===== src/rtl/wb_core_initiator_if.sv =====
// rtl/wb_core_initiator_if.sv - core load/store port and Wishbone classic bus bundle
interface wb_core_initiator_if #(
    parameter int ADDR_WIDTH = 32
);
    logic                  req_valid_i;
    logic                  req_ready_o;
    logic [ADDR_WIDTH-1:0] req_addr_i;
    logic                  req_we_i;
    logic [1:0]            req_size_i;
    logic                  req_unsigned_i;
    logic [31:0]           req_wdata_i;
    logic                  resp_valid_o;
    logic [31:0]           resp_rdata_o;
    logic                  resp_err_o;
    logic [ADDR_WIDTH-3:0] wb_adr_o;
    logic [31:0]           wb_dat_o;
    logic [31:0]           wb_dat_i;
    logic                  wb_we_o;
    logic [3:0]            wb_sel_o;
    logic                  wb_stb_o;
    logic                  wb_cyc_o;
    logic                  wb_ack_i;
    logic                  wb_err_i;

    modport master (
        input  req_valid_i, req_addr_i, req_we_i, req_size_i, req_unsigned_i, req_wdata_i,
        input  wb_dat_i, wb_ack_i, wb_err_i,
        output req_ready_o, resp_valid_o, resp_rdata_o, resp_err_o,
        output wb_adr_o, wb_dat_o, wb_we_o, wb_sel_o, wb_stb_o, wb_cyc_o
    );

    modport slave (
        output req_valid_i, req_addr_i, req_we_i, req_size_i, req_unsigned_i, req_wdata_i,
        output wb_dat_i, wb_ack_i, wb_err_i,
        input  req_ready_o, resp_valid_o, resp_rdata_o, resp_err_o,
        input  wb_adr_o, wb_dat_o, wb_we_o, wb_sel_o, wb_stb_o, wb_cyc_o
    );
endinterface


===== src/rtl/wb_core_initiator.sv =====
// rtl/wb_core_initiator.sv - Wishbone classic master for the core load/store port
module wb_core_initiator #(
    parameter int ADDR_WIDTH = 32,
    parameter int TIMEOUT    = 255
) (
    input logic                 wb_clk_i,
    input logic                 wb_rst_ni,
    wb_core_initiator_if.master bus
);
    localparam int CW = (TIMEOUT < 2) ? 1 : $clog2(TIMEOUT);

    typedef enum logic [1:0] {IDLE, BUS, RESP} state_t;

    state_t        state;
    logic [CW-1:0] tmo_cnt;
    logic [1:0]    lsb_q;
    logic [1:0]    size_q;
    logic          uns_q;

    logic          misalign;
    logic [3:0]    sel_n;
    logic [31:0]   dat_n;
    logic [31:0]   shifted;
    logic [31:0]   load_data;

    assign bus.req_ready_o = (state == IDLE);

    always_comb begin
        misalign = (bus.req_size_i == 2'd3)
                || (bus.req_size_i == 2'd1 && bus.req_addr_i[0])
                || (bus.req_size_i == 2'd2 && bus.req_addr_i[1:0] != 2'b00);
        case (bus.req_size_i)
            2'd0: begin
                sel_n = 4'b0001 << bus.req_addr_i[1:0];
                dat_n = {4{bus.req_wdata_i[7:0]}};
            end
            2'd1: begin
                sel_n = 4'b0011 << bus.req_addr_i[1:0];
                dat_n = {2{bus.req_wdata_i[15:0]}};
            end
            default: begin
                sel_n = 4'b1111;
                dat_n = bus.req_wdata_i;
            end
        endcase
    end

    // Load data is right-justified from the addressed lane, then extended per size.
    always_comb begin
        shifted = bus.wb_dat_i >> {lsb_q, 3'b000};
        case (size_q)
            2'd0:    load_data = uns_q ? {24'h0, shifted[7:0]}
                                       : {{24{shifted[7]}}, shifted[7:0]};
            2'd1:    load_data = uns_q ? {16'h0, shifted[15:0]}
                                       : {{16{shifted[15]}}, shifted[15:0]};
            default: load_data = shifted;
        endcase
    end

    always_ff @(posedge wb_clk_i or negedge wb_rst_ni) begin
        if (!wb_rst_ni) begin
            state            <= IDLE;
            tmo_cnt          <= '0;
            lsb_q            <= 2'b00;
            size_q           <= 2'b00;
            uns_q            <= 1'b0;
            bus.wb_cyc_o     <= 1'b0;
            bus.wb_stb_o     <= 1'b0;
            bus.wb_we_o      <= 1'b0;
            bus.wb_sel_o     <= 4'h0;
            bus.wb_adr_o     <= '0;
            bus.wb_dat_o     <= 32'h0;
            bus.resp_valid_o <= 1'b0;
            bus.resp_err_o   <= 1'b0;
            bus.resp_rdata_o <= 32'h0;
        end else begin
            case (state)
                IDLE: begin
                    if (bus.req_valid_i) begin
                        if (misalign) begin
                            bus.resp_valid_o <= 1'b1;
                            bus.resp_err_o   <= 1'b1;
                            bus.resp_rdata_o <= 32'h0;
                            state            <= RESP;
                        end else begin
                            bus.wb_cyc_o <= 1'b1;
                            bus.wb_stb_o <= 1'b1;
                            bus.wb_we_o  <= bus.req_we_i;
                            bus.wb_adr_o <= bus.req_addr_i[ADDR_WIDTH-1:2];
                            bus.wb_sel_o <= sel_n;
                            bus.wb_dat_o <= dat_n;
                            lsb_q        <= bus.req_addr_i[1:0];
                            size_q       <= bus.req_size_i;
                            uns_q        <= bus.req_unsigned_i;
                            tmo_cnt      <= '0;
                            state        <= BUS;
                        end
                    end
                end
                BUS: begin
                    if (bus.wb_err_i || bus.wb_ack_i) begin
                        bus.wb_cyc_o     <= 1'b0;
                        bus.wb_stb_o     <= 1'b0;
                        bus.wb_we_o      <= 1'b0;
                        bus.resp_valid_o <= 1'b1;
                        bus.resp_err_o   <= bus.wb_err_i;
                        bus.resp_rdata_o <= (bus.wb_err_i || bus.wb_we_o) ? 32'h0 : load_data;
                        state            <= RESP;
                    end else if (TIMEOUT != 0 && tmo_cnt == CW'(TIMEOUT - 1)) begin
                        bus.wb_cyc_o     <= 1'b0;
                        bus.wb_stb_o     <= 1'b0;
                        bus.wb_we_o      <= 1'b0;
                        bus.resp_valid_o <= 1'b1;
                        bus.resp_err_o   <= 1'b1;
                        bus.resp_rdata_o <= 32'h0;
                        state            <= RESP;
                    end else begin
                        tmo_cnt <= tmo_cnt + 1'b1;
                    end
                end
                RESP: begin
                    bus.resp_valid_o <= 1'b0;
                    bus.resp_err_o   <= 1'b0;
                    state            <= IDLE;
                end
                default: state <= IDLE;
            endcase
        end
    end
endmodule


===== src/flat_wrapper.sv =====
// flat-port wrapper written by rule: the top's interface ports become plain ports
module wb_core_initiator_flat 
#(
    parameter int ADDR_WIDTH = 32,
    parameter int TIMEOUT    = 255
)
  (wb_clk_i, wb_rst_ni, bus_req_valid_i, bus_req_addr_i, bus_req_we_i, bus_req_size_i, bus_req_unsigned_i, bus_req_wdata_i, bus_wb_dat_i, bus_wb_ack_i, bus_wb_err_i, bus_req_ready_o, bus_resp_valid_o, bus_resp_rdata_o, bus_resp_err_o, bus_wb_adr_o, bus_wb_dat_o, bus_wb_we_o, bus_wb_sel_o, bus_wb_stb_o, bus_wb_cyc_o);
  wb_core_initiator_if #(.ADDR_WIDTH(ADDR_WIDTH)) bus_i ();
  input logic wb_clk_i;
  input logic wb_rst_ni;
  input wire logic [$bits(bus_i.req_valid_i)-1:0] bus_req_valid_i;
  input wire logic [$bits(bus_i.req_addr_i)-1:0] bus_req_addr_i;
  input wire logic [$bits(bus_i.req_we_i)-1:0] bus_req_we_i;
  input wire logic [$bits(bus_i.req_size_i)-1:0] bus_req_size_i;
  input wire logic [$bits(bus_i.req_unsigned_i)-1:0] bus_req_unsigned_i;
  input wire logic [$bits(bus_i.req_wdata_i)-1:0] bus_req_wdata_i;
  input wire logic [$bits(bus_i.wb_dat_i)-1:0] bus_wb_dat_i;
  input wire logic [$bits(bus_i.wb_ack_i)-1:0] bus_wb_ack_i;
  input wire logic [$bits(bus_i.wb_err_i)-1:0] bus_wb_err_i;
  output wire logic [$bits(bus_i.req_ready_o)-1:0] bus_req_ready_o;
  output wire logic [$bits(bus_i.resp_valid_o)-1:0] bus_resp_valid_o;
  output wire logic [$bits(bus_i.resp_rdata_o)-1:0] bus_resp_rdata_o;
  output wire logic [$bits(bus_i.resp_err_o)-1:0] bus_resp_err_o;
  output wire logic [$bits(bus_i.wb_adr_o)-1:0] bus_wb_adr_o;
  output wire logic [$bits(bus_i.wb_dat_o)-1:0] bus_wb_dat_o;
  output wire logic [$bits(bus_i.wb_we_o)-1:0] bus_wb_we_o;
  output wire logic [$bits(bus_i.wb_sel_o)-1:0] bus_wb_sel_o;
  output wire logic [$bits(bus_i.wb_stb_o)-1:0] bus_wb_stb_o;
  output wire logic [$bits(bus_i.wb_cyc_o)-1:0] bus_wb_cyc_o;
  assign bus_i.req_valid_i = bus_req_valid_i;
  assign bus_i.req_addr_i = bus_req_addr_i;
  assign bus_i.req_we_i = bus_req_we_i;
  assign bus_i.req_size_i = bus_req_size_i;
  assign bus_i.req_unsigned_i = bus_req_unsigned_i;
  assign bus_i.req_wdata_i = bus_req_wdata_i;
  assign bus_i.wb_dat_i = bus_wb_dat_i;
  assign bus_i.wb_ack_i = bus_wb_ack_i;
  assign bus_i.wb_err_i = bus_wb_err_i;
  assign bus_req_ready_o = bus_i.req_ready_o;
  assign bus_resp_valid_o = bus_i.resp_valid_o;
  assign bus_resp_rdata_o = bus_i.resp_rdata_o;
  assign bus_resp_err_o = bus_i.resp_err_o;
  assign bus_wb_adr_o = bus_i.wb_adr_o;
  assign bus_wb_dat_o = bus_i.wb_dat_o;
  assign bus_wb_we_o = bus_i.wb_we_o;
  assign bus_wb_sel_o = bus_i.wb_sel_o;
  assign bus_wb_stb_o = bus_i.wb_stb_o;
  assign bus_wb_cyc_o = bus_i.wb_cyc_o;
  wb_core_initiator #(.ADDR_WIDTH(ADDR_WIDTH), .TIMEOUT(TIMEOUT)) u_core (.wb_clk_i(wb_clk_i), .wb_rst_ni(wb_rst_ni), .bus(bus_i));
endmodule

===== config.mk =====
export PLATFORM = sky130hd
export DESIGN_NAME = wb_core_initiator_flat
export DESIGN_NICKNAME = d
export VERILOG_FILES = /design/src/rtl/wb_core_initiator_if.sv /design/src/rtl/wb_core_initiator.sv /design/src/flat_wrapper.sv
export SDC_FILE = /design/constraint.sdc
export NUM_CORES = 1
export LEC_CHECK = 0
export ABC_AREA = 1
export CORE_ASPECT_RATIO = 1.4
export CORE_MARGIN = 4
export CORE_UTILIZATION = 47
export CTS_BUF_LIST = sky130_fd_sc_hd__clkbuf_4
export DETAILED_ROUTE_END_ITERATION = 6
export GPL_TIMING_DRIVEN = 1
export PLACE_DENSITY_LB_ADDON = 0.08
export SLEW_MARGIN = 15
export SYNTH_ARGS = -nofsm -noshare
export SYNTH_HDL_FRONTEND = slang
export SYNTH_SLANG_ARGS = --single-unit

===== constraint.sdc =====
create_clock -name wb_clk_i -period 1.5 [get_ports wb_clk_i]
set_input_delay 0.3 -clock wb_clk_i [delete_from_list [all_inputs] [get_ports wb_clk_i]]
set_output_delay 0.3 -clock wb_clk_i [all_outputs]
set_load 0.005 [all_outputs]

==> results.toml <==
[global_route]
grt_pass1_vias = 6402
grt_pass1_wl_um = 31500
antenna_found_initial = 1
grt_max_degree = 42
overflow = 0
grtUsageTotal = 0.283

[clock_tree]
htree_levels = 4
clock_latency_ns = 0.53
numClockSinks = 117
cts_root_buffer = "clkbuf_4"
cts-buffers-inserted = 17
cts_tree = "done"
cts.clk_slew.worst_paths_ns = 0.11
cts_buffer_depth = 2

[logic_synthesis]
syn_nets = 880
synth_edf_count = 0
synth_cells = 773
synthArstFlopShare = 1.00
yosysWarnings = 0
synth_cell_type_count = 32
synthMuxAreaShare = 0
synth_compound_area_frac = 0.0749
synth.avg_cell_area_um2 = 7.56
synth-xor-area-share = 0.00450
ys_seq_area_frac = 0.501
synth_top_area_cell = "dfrtp_1"
synth_ff_type = "dfrtp_1"
synth-simple-area-share = 0.350
synth_area_mm2 = 0.00584
synth_top_family_by_area = "simple AND/OR/NAND/NOR gates"
synthTopCellsByArea = "dfrtp_1, nand2_1, nand3_1"
synthAdderAreaFrac = 0.00428
yosysTopAreaCellShare = 0.501
ys_ff_latch = 117

[cells_and_area]
area_growth_pct = 63.0
final_core_util = 0.794
drive_gt1_frac = 0.271
final_net_count = 1205
num-fill-cells = 833

[outcome]
status = "finished, violations left"
violations = "setup timing"

[power]
p_comb_frac = 0.510
vdd_drop_max_mv = 1.02
swShare = 0.392
power.switching_w = 0.00597
p_int_w = 0.00925
clkPwrFrac = 0.151
power.density_mw_per_mm2 = 1600
power_frac_seq = 0.339
p_leak_nw = 5.02

[worst_setup_path]
cp_max_fo = 5
cp.required_ns = 1.92
reg2reg_depth = 11
worstSetupPathType = "reg -> reg"
arrival_ns = 2.04
r2r_start = "u_core.tmo_cnt[0]"
cp-end-kind = "register"
startpoint = "u_core.tmo_cnt[0]"
critPathLaunchType = "register"

[flow_run]
drv_cap = 0

[sta]
hold_slack_ns = 0.192
timing.final.crit_share = 1.08
layout_setup_ws_ns = -0.120
fmax_mhz = 617
tightestPinTransition_ns = 0.389
slew_headroom = 0.740
min_period_ns = 1.62
clock_skew_ns = 0.0147
finalHoldViolCount = 0
setup_violations = 50
rsz0062_at_grt = "yes"
slew_violations = 0

[placement]
numPortBuffers = 208
gp_congestion = 0.907
post-dp-hpwl_um = 14300
place_ws_ns = -0.620

[route]
drc = 0
vias_per_cell = 5.28
drt-total-wl_um = 22100
firstDrtPassIters = 7
detail_route.iter0.violations = 311
avgRoutedWirePerCell_um = 17.6
vias = 6638
drtAntennaViolNets = 0

[floorplan]
std_cell_rows = 47
start_util = 0.487
design.die.area_mm2 = 0.0143
io_pins = 209
dieHeight_um = 140
core_mm2 = 0.0120
die_x_um = 102

[worst_hold_path]
hp-class = "in -> async"
==> area by class of cell <==
cell class,count,area (um^2),share of cell area
Timing Repair Buffer,342,3200,0.336
Sequential cell,117,2930,0.307
Multi-Input combinational cell,590,2810,0.295
Tap cell,147,184,0.0193
Clock inverter,14,143,0.0150
Clock buffer,17,128,0.0134
Inverter,30,126,0.0133
Antenna cell,1,2.50,0.000263
==> worst max-delay path: stages (launching register included) <==
cell and delay [ns]:
dfrtp_1 0.41, inv_1 0.07, ha_1 0.14, nand2_1 0.06
nor2_2 0.09, nand2_2 0.09, a21oi_4 0.15, buf_12 0.17
buf_12 0.13, nand2_8 0.07, nand2_2 0.07, nand2_1 0.05
==> through the flow <==
stage	setup TNS, ns	cells	cell area [um^2]	total power, W
4_1_cts	-1.70	1226	9170	0.0145
5_1_grt	-5.65	1258	9520	0.0162
3_3_place_gp	-49.35	1150	8440	0.0117
3_5_place_dp	-57.75	1150	8440	0.0118
2_1_floorplan	0	773	5840	0.00803
6_report	-2.00	1258	9520	0.0152
==> cell usage in the layout, fill, tap and decap left out, types with 15 or more instances in the layout <==
master           Yosys  routed
a21oi_1             34      34
inv_1               24      23
buf_12               0      15
dfrtp_1            117     117
nand2_2              3      53
clkdlybuf4s15_1      0      48
buf_4                3     103
nand2_1            407     351
o21ai_0             33      33
clkdlybuf4s50_1      0     102
nor2_1              20      18
clkbuf_4             0      17
clkbuf_2             0      49
nand3_1             59      59
==> power by group through the flow <==
stage / sequential (W) / clock, W / combinational [W]
after floorplan: 0.00508 / 0 / 0.00295
after global placement: 0.00510 / 0 / 0.00656
after detailed placement: 0.00515 / 0 / 0.00667
after CTS: 0.00506 / 0.00232 / 0.00710
after global routing: 0.00527 / 0.00247 / 0.00844
final: 0.00515 / 0.00230 / 0.00777
==> final timing paths <==
path	to	slack, ns
min in group wb_clk_i	u_core.bus.wb_adr_o[20]	0.29
max	u_core.bus.resp_rdata_o[9]	-0.12
min reg2reg	u_core.bus.resp_rdata_o[14]	0.48
max in group asynchronous	u_core.bus.wb_dat_o[2]	0.73
max reg2reg	u_core.bus.resp_rdata_o[9]	-0.12
min	u_core.tmo_cnt[1]	0.19
==> flip-flops by register name (all words and copies together), names as in the netlist <==
name / cells
u_core.bus.wb_we_o: 1
u_core.bus.wb_stb_o: 1
u_core.bus.resp_rdata_o: 32
u_core.bus.wb_sel_o: 4
u_core.tmo_cnt: 8
u_core.lsb_q: 2
u_core.bus.resp_err_o: 1
u_core.bus.wb_adr_o: 30
u_core.state: 2
u_core.uns_q: 1
u_core.bus.resp_valid_o: 1
u_core.bus.wb_dat_o: 32
u_core.size_q: 2
==> synth_stat cells (4+ instances only) <==
master and number:
buf_2 21, dfrtp_1 117, o211ai_1 7, nor2_1 20, nand2_1 407, nor2_2 5
nand3_1 59, inv_2 4, a21oi_1 34, buf_6 10, clkbuf_1 5, inv_1 24
o21ai_0 33
==> logic make-up after synthesis <==
| family | after synthesis |
|---|---|
| XOR/XNOR | 3 |
| AO/OA/AOI/OAI | 79 |
| adder cells (fa/ha/maj) | 2 |
| buffers and inverters | 70 |
| AND/OR/NAND/NOR | 502 |
| flip-flops | 117 |
==> what timing repair did <==
item	in CTS	in global routing
gates cloned	5	10
hold endpoints to repair	99	0
buffers inserted	39	21
gates resized for setup	225	128
pin swaps	5	19
endpoints found under the setup margin	165	159
hold buffers	1	0
==> routing by layer <==
metal	vias up	track usage	routed length, um
met2	364	0.482	11500
met1	3090	0.311	7460
met3	87	0.0900	1990
met4	0	0.144	1120
met5	-	0	0
li1	3097	-	-
Power figures use the tool's default switching activity.
